<file path="src/rtl/uart_poke_pkg.sv">
// Shared types and framing constants for the UART poke loader.
// Frame: sync, id, addr[4] LE, data[4] LE, xor checksum.
package uart_poke_pkg;

    typedef enum logic [2:0] {
        SYNC,
        ID,
        ADDR,
        DATA,
        CSUM,
        POKE,
        REPLY
    } poke_state_t;

    localparam logic [7:0] SYNC_BYTE = 8'hA5;
    localparam logic [7:0] ACK_BYTE  = 8'h06;
    localparam logic [7:0] NAK_BYTE  = 8'h15;
    localparam int         FRAME_LEN = 11;

endpackage

</file>
<file path="src/rtl/poke_frame_timer.sv">
// Inter-byte watchdog: reloads on clear, counts down while enabled.
// expired is high once the count has run out.
module poke_frame_timer #(
    parameter int TIMEOUT = 2_000_000
) (
    input  logic clk,
    input  logic rst,
    input  logic clear,
    input  logic enable,
    output logic expired
);

    localparam int W = $clog2(TIMEOUT + 1);

    logic [W-1:0] count;

    always_ff @(posedge clk or posedge rst) begin
        if (rst) begin
            count <= '0;
        end else if (clear) begin
            count <= W'(TIMEOUT);
        end else if (enable && count != '0) begin
            count <= count - W'(1);
        end
    end

    assign expired = (count == '0);

endmodule

</file>
<file path="src/rtl/uart_poke_loader.sv">
// Parses framed UART bytes into single-word memory pokes and
// answers every decoded frame with one ACK/NAK status byte.
module uart_poke_loader
    import uart_poke_pkg::*;
#(
    parameter int RN         = 16,
    parameter int ADDR_DEPTH = 1024,
    parameter int TIMEOUT    = 2_000_000
) (
    input  logic                  clk,
    input  logic                  rst,
    input  logic [7:0]            rxData,
    input  logic                  rxValid,
    output logic [$clog2(RN)-1:0] pokeId,
    output logic [31:0]           pokeAddress,
    output logic [31:0]           pokeData,
    output logic                  pokeValid,
    input  logic                  pokeReady,
    output logic [7:0]            txData,
    output logic                  txValid,
    input  logic                  txReady,
    output logic                  busy
);

    localparam int IW = $clog2(RN);

    poke_state_t state;
    poke_state_t stateNext;

    logic [7:0] idByte;
    logic [7:0] xorAcc;
    logic [1:0] byteCnt;
    logic       inFrame;
    logic       timedOut;
    logic       frameGood;
    logic       pokeValidD;
    logic       txValidD;
    logic       busyD;

    assign inFrame = state inside {ID, ADDR, DATA, CSUM};

    // Range checks use the full id byte and full 32-bit address.
    assign frameGood = (xorAcc == rxData)
                    && ({24'd0, idByte} < 32'(RN))
                    && (pokeAddress < 32'(ADDR_DEPTH));

    poke_frame_timer #(
        .TIMEOUT(TIMEOUT)
    ) uTimer (
        .clk    (clk),
        .rst    (rst),
        .clear  (rxValid),
        .enable (inFrame),
        .expired(timedOut)
    );

    always_ff @(posedge clk or posedge rst) begin
        if (rst) begin
            state     <= SYNC;
            pokeValid <= 1'b0;
            txValid   <= 1'b0;
            busy      <= 1'b0;
        end else begin
            state     <= stateNext;
            pokeValid <= pokeValidD;
            txValid   <= txValidD;
            busy      <= busyD;
        end
    end

    // A byte arriving in the same cycle the timer runs out wins.
    always_comb begin
        stateNext = state;
        unique case (state)
            SYNC: if (rxValid && rxData == SYNC_BYTE) stateNext = ID;
            ID: begin
                if (rxValid) stateNext = ADDR;
                else if (timedOut) stateNext = SYNC;
            end
            ADDR: begin
                if (rxValid) begin
                    if (byteCnt == 2'd3) stateNext = DATA;
                end else if (timedOut) begin
                    stateNext = SYNC;
                end
            end
            DATA: begin
                if (rxValid) begin
                    if (byteCnt == 2'd3) stateNext = CSUM;
                end else if (timedOut) begin
                    stateNext = SYNC;
                end
            end
            CSUM: begin
                if (rxValid) stateNext = frameGood ? POKE : REPLY;
                else if (timedOut) stateNext = SYNC;
            end
            POKE:  if (pokeValid && pokeReady) stateNext = REPLY;
            REPLY: if (txValid && txReady) stateNext = SYNC;
            default: stateNext = SYNC;
        endcase
    end

    always_comb begin
        pokeValidD = (stateNext == POKE);
        txValidD   = (stateNext == REPLY);
        busyD      = (stateNext != SYNC);
    end

    always_ff @(posedge clk or posedge rst) begin
        if (rst) begin
            idByte      <= '0;
            xorAcc      <= '0;
            byteCnt     <= '0;
            pokeId      <= '0;
            pokeAddress <= '0;
            pokeData    <= '0;
            txData      <= '0;
        end else begin
            if (rxValid) begin
                unique case (state)
                    SYNC: begin
                        xorAcc  <= '0;
                        byteCnt <= '0;
                    end
                    ID: begin
                        idByte <= rxData;
                        pokeId <= rxData[IW-1:0];
                        xorAcc <= xorAcc ^ rxData;
                    end
                    ADDR: begin
                        pokeAddress <= {rxData, pokeAddress[31:8]};
                        xorAcc      <= xorAcc ^ rxData;
                        byteCnt     <= byteCnt + 2'd1;
                    end
                    DATA: begin
                        pokeData <= {rxData, pokeData[31:8]};
                        xorAcc   <= xorAcc ^ rxData;
                        byteCnt  <= byteCnt + 2'd1;
                    end
                    CSUM: if (!frameGood) txData <= NAK_BYTE;
                    default: ;
                endcase
            end
            if (state == POKE && pokeValid && pokeReady) begin
                txData <= ACK_BYTE;
            end
        end
    end

endmodule

</file>
<file path="config.mk">
export PLATFORM = sky130hd
export DESIGN_NAME = uart_poke_loader
export DESIGN_NICKNAME = d
export VERILOG_FILES = /design/src/rtl/uart_poke_pkg.sv /design/src/rtl/poke_frame_timer.sv /design/src/rtl/uart_poke_loader.sv
export SDC_FILE = /design/constraint.sdc
export NUM_CORES = 1
export LEC_CHECK = 0
export ABC_AREA = 1
export BUFFER_PORTS_ARGS = -buffer_cell sky130_fd_sc_hd__buf_2
export CAP_MARGIN = 20
export CORE_AREA = 2 2 116 118
export DETAILED_ROUTE_END_ITERATION = 10
export DIE_AREA = 0 0 118 120
export PLACE_DENSITY = 0.7
export SLEW_MARGIN = 40
export SYNTH_ARGS = -nofsm -noshare
export SYNTH_HDL_FRONTEND = slang
export SYNTH_SLANG_ARGS = --single-unit
</file>
<file path="constraint.sdc">
create_clock -name clk -period 4.7 [get_ports clk]
set_clock_uncertainty 0.1 [all_clocks]
set_input_delay 0.235 -clock clk [delete_from_list [all_inputs] [get_ports clk]]
set_output_delay 0.235 -clock clk [all_outputs]
set_load 0.1 [all_outputs]
</file>
== Yosys cells after proc, flatten, opt, wreduce, memory -nomap -nowiden ==
Index checks and enable logic that the tools add are counted.

* Register bits: 121
* Input port bits: 13
* Output and inout bits: 79
* Word-level logic and storage cells: 75

* $add $sub $neg: 2
* Magnitude comparators: 2
* Eq/ne operators: 12
* Muxes and demuxes: 20
* Bitwise gates (word level): 1
* Reduce and logical (&&, ||, !) cells: 26

{| class="wikitable"
|+ Operators by type and width
! operator !! count
|-
| 21-bit two-way mux || 2
|-
| 32-bit by 11-bit less-than comparator with 1-bit output, second input constant || 1
|-
| 8-bit two-way mux || 4
|-
| 3-bit two-way mux || 10
|-
| 21-bit zero test || 1
|-
| 3-bit one-hot mux with 7 select lines || 1
|-
| 21-bit nonzero test || 1
|-
| 21-bit by 1-bit subtractor with 21-bit output, second input constant || 1
|-
| 8-bit one-hot mux with 2 select lines || 1
|-
| 3-bit == test, second input constant || 5
|-
| 2-bit AND reduction || 5
|-
| 2-bit nonzero test || 5
|-
| 8-bit == test || 1
|-
| 8-bit == test, second input constant || 1
|-
| 1-bit logical AND || 8
|-
| 8-bit by 5-bit less-than comparator with 1-bit output, second input constant || 1
|-
| 8-bit bitwise XOR || 1
|-
| 3-bit by 2-bit == test with 1-bit output, second input constant || 2
|-
| 2-bit one-hot mux with 2 select lines || 1
|-
| 4-bit nonzero test || 1
|-
| 3-bit by 1-bit == test with 1-bit output, second input constant || 1
|-
| 3-bit zero test || 1
|-
| 3-bit AND reduction || 1
|-
| 3-bit nonzero test || 1
|-
| 6 further kinds || 6
|}

== Longest topological paths before layout ==
* Depth after elaboration: 7
* Mapped depth: 12

== Modules after synthesis ==
From an unflattened synthesis, not the netlist that was laid out.

* Cells, all modules: 612
* Area, all modules: 5487.8 sq um

{| class="wikitable"
|+ Modules (own cells, without submodules)
! module !! times used !! cells an instance !! area each (sq um) !! seq. area each (sq um)
|-
| uart_poke_loader || 1 || 385 || 3982.6 || 2277.2
|-
| poke_frame_timer || 1 || 227 || 1505.2 || 525.5
|}

== Least setup slack after synthesis ==
Ideal clock, no wire load.

* Path kind: register to register
* From: reg pokeAddress[25]
* To: reg busy
* Arrival: 1710 ps
* Required time: 4471 ps
* Slack: 2761 ps
* Stages on the path, launching flop included: 11
* Path buffers: 0
* Clock period less this slack: 1939 ps
* Path through: dfrtp_1 nor2_1 nand2_1 nor2_1 nand2_1 nor2_1 nand2_1 nand2_1 nand3_1 nor2_1 nand3_1

* Cells in the longest elaborated chain, start to end: 6

{| class="wikitable"
|+ Ends and longest elaborated chain
! element !! line !! source
|-
| from (decl) || uart_poke_loader.sv:15 || <nowiki>output logic [31:0] pokeAddress,</nowiki>
|-
| from (signal assigned) || uart_poke_loader.sv:132 || <nowiki>pokeAddress <= {rxData, pokeAddress[31:8]};</nowiki>
|-
| 32-bit by 11-bit less-than comparator with 1-bit output || uart_poke_loader.sv:45 || <nowiki>&& (pokeAddress < 32'(ADDR_DEPTH));</nowiki>
|-
| 1-bit logical AND || uart_poke_loader.sv:45 ||
|-
| 2-bit two-way mux || uart_poke_loader.sv:95 || <nowiki>if (rxValid) stateNext = frameGood ? POKE : REPLY;</nowiki>
|-
| 3-bit two-way mux || uart_poke_loader.sv:95 ||
|-
| 3-bit one-hot mux with 7 select lines || uart_poke_loader.sv:74 || <nowiki>unique case (state)</nowiki>
|-
| 3-bit nonzero test || uart_poke_loader.sv:107 || <nowiki>busyD = (stateNext != SYNC);</nowiki>
|-
| net busyD || uart_poke_loader.sv:38 || <nowiki>logic busyD;</nowiki>
|-
| to (signal assigned) || uart_poke_loader.sv:67 || <nowiki>busy <= busyD;</nowiki>
|-
| to (decl) || uart_poke_loader.sv:22 || <nowiki>output logic busy</nowiki>
|}

The timed path passes the listed nets, and every way through them passes these cells.
A chain may end at the register's enable or synchronous reset.

== Final worst setup path ==
* From: reg state[2]
* To: reg pokeAddress[5]

* Cells in the longest elaborated chain, start to end: 2

{| class="wikitable"
|+ Ends and longest elaborated chain
! element !! line !! source
|-
| from (decl) || uart_poke_loader.sv:27 || <nowiki>poke_state_t state;</nowiki>
|-
| from (signal assigned) || uart_poke_loader.sv:64 || <nowiki>state <= stateNext;</nowiki>
|-
| 3-bit by 2-bit == test with 1-bit output || uart_poke_loader.sv:121 || <nowiki>unique case (state)</nowiki>
|-
| 2-bit AND reduction (no line) || n/a ||
|}

Every way passes these cells.

==> results by group <==
Die
  • Core area: 13000 um2
  • Initial core utilization: 40.2%
  • Die width: 118 um
  • Ports: 92
  • Height of the die: 120 um
  • FP Rows: 42
  • Die area: 14200 um2

Logic synthesis
  • Synth top area share: 53.8%
  • Top post-synthesis cells by area: dfrtp_1, nand2_1, o21ai_0
  • Post-Syn Area: 5210 um2
  • Post-synth EDFFs: 0
  • Synthesis-stage register bit count: 112
  • Synthesized area per cell: 8.81 um2
  • Synth area leader: dfrtp_1
  • Post-synth top cells: nand2_1, dfrtp_1, nor2_1
  • Post-Syn Instances: 592
  • Synth Warn #: 0
  • FFs w/ async S/R, synth: 100%
  • Top_reg_cell synth: dfrtp_1
  • Netlist cell types: 36
  • Top-count cell post-synth: nand2_1
  • Seq/Total Area, Yosys: 53.8%

Critical path
  • Setup crit end kind: flop
  • Slowest stage delay, CP: 480 ps
  • Crit-path most repeated cell: inv_2
  • Crit path max fanout: 39
  • CP Class: reg -> reg
  • Slowest cell on the critical path: nor2_2
  • Data required time of the worst path: 4860 ps
  • Critical Path, Cell by Cell: nor2_2, inv_2, nor2_4, inv_2, o21ai_0
  • Crit path arrival time: 2620 ps
  • Kind of start point of the critical path: flop

Placement
  • Port bufs: 87
  • Dpl cell area: 5750 um2
  • Placer Congestion: 0.877
  • Post-DP HPWL: 8160 um

CTS
  • Total CTS buffers: 9
  • Clock Latency Late Sink: 350 ps
  • CTS tree: built
  • Clk sinks: 112
  • CTS Buffer Depth: 2
  • Post_cts resized: 0
  • CTS root buf: clkbuf_16
  • Clock-pin slew on the worst setup and hold paths: 80 ps
  • CTS H-tree lvls: 3

Global routing
  • Overall Global Routing Usage: 16.4%
  • Initial antenna violation count: 0
  • Largest net degree at the start of global routing: 62
  • First-pass GRT wire length: 18800 um
  • Vias in the first global route: 4018
  • GRT overflow: 0

Detailed routing
  • Post-DR vias/cell: 4.86
  • Detailed Route WL: 11100 um
  • Via count: 4146
  • First-pass detailed-route iteration total: 5
  • Starting DRC count in detailed routing: 329
  • Post-DRT Antenna Nets: 0
  • Avg WL per Cell: 13.1 um
  • DRC viols: 0

STA
  • Final Critical Period: 2460 ps
  • Slew Limit Fails: 0
  • Worst slew pin tran: 623 ps
  • Max-slew headroom: 58.5%
  • Min Hold Slack: 80.2 ps
  • Setup_tns: 0 ps
  • Fin crit share: 52.3%
  • Fmax: 407 MHz
  • RSZ-0062 raised after global routing: false
  • Hold Vio Cnt, Final: 0
  • Setup violations, final: 0

Finish
  • Layout cells sized above 1: 23.3%
  • Layout Nets: 687
  • Area delta synth->final: 16.0%
  • Final instance area: 6050 um2
  • Ant. Diodes: 0

Outcome
  • Status: complete, no violations

Pwr
  • PD cells: 322 nW/um2
  • Static leakage: 3.18 nW
  • Worst IR Drop VDD: 0.160 mV

Run
  • Max Cap Viol: 0

Worst hold path
  • Hold Crit Class: in -> reg
[layout by cell type, fill, tap and decap left out, drive strengths merged, types with 3 or more instances in the layout]
cell / instances
xor2: 5
inv: 60
o21ai: 65
xnor2: 3
buf: 89
nor2: 75
conb: 4
nand3: 27
a21oi: 13
nand4: 3
nand2: 163
clkbuf: 11
mux2: 24
o22ai: 5
dfrtp: 112
nor3: 5
[critical path, delay by kind of cell, from the launching register on]
family / cells / cell delay, ps
AND/OR/NAND/NOR: 2 / 960
AO/OA/AOI/OAI: 1 / 280
buffers and inverters: 2 / 550
flip-flops: 1 / 470
[worst paths after layout]
path	from	end	slack (ps)	cells after the start
max in group asynchronous	rst	pokeAddress[3]	3090	4
hold / removal	pokeReady	txData[1]	80	3
hold reg to reg	pokeAddress[2]	pokeAddress[2]	370	2
min in group asynchronous	rst	pokeData[2]	390	3
setup reg to reg	state[2]	pokeAddress[5]	2240	5
setup / recovery	state[2]	pokeAddress[5]	2240	5
[report_power, final]
part / switching (mW) / internal (mW)
logic: 0.182 / 0.0318
registers: 0.0140 / 0.981
clock network: 0.359 / 0.380
total: 0.555 / 1.39
[metal layers]
| layer | track usage (%) | part of all wire (%) |
|---|---|---|
| met1 | 20.7 | 45 |
| met2 | 27.5 | 49 |
| met4 | 5.42 | 1.5 |
| met3 | 4.33 | 4.4 |
| met5 | 0 | 0 |
[through the flow]
| step | utilization (%) | total power [mW] | cells | setup slack [ps] |
|---|---|---|---|---|
| 3_5_place_dp | 44.3 | 1.23 | 836 | 2010 |
| 3_3_place_gp | 44.3 | 1.23 | 836 | 2130 |
| 2_1_floorplan | - | 1.19 | 595 | 1410 |
| 4_1_cts | 46.6 | 1.96 | 853 | 2250 |
| 5_1_grt | 46.6 | 2.02 | 853 | 2010 |
| 6_report | 46.6 | 1.95 | 853 | 2240 |
[flip-flops by register name (all words and copies together), names as in the netlist]
register and flops:
pokeAddress 32, pokeData 32, uTimer.count 21, xorAcc 8, idByte 5, pokeId 3, state 3, txData 3
byteCnt 2, busy 1, pokeValid 1, txValid 1
[area by class of cell]
class                   instances  area [um2]
fillers                      1292        6930
flip-flops and latches        112        2800
multi-input cells             401        2050
repair buffers                 90         460
clock buffers                  11         243
inverters                      58         228
well taps                     176         220
clock inverters                 5        40.0
[repair_timing]
item	in CTS	in global routing
hold buffers	1	0
buffers inserted	0	0
endpoints found under the hold margin	60	0
[logic make-up after synthesis]
kind of cell    Yosys count  share of synthesized area (%)
flops                   112                           53.8
xor+xnor                  8                           1.34
fa+ha+maj                 2                          0.480
buf+inv                  82                           7.10
other cells               1                         0.0719
compound gates           87                           8.74
mux                      24                           5.18
simple gates            276                           23.3
No activity file was read; power rests on OpenSTA's default activity.
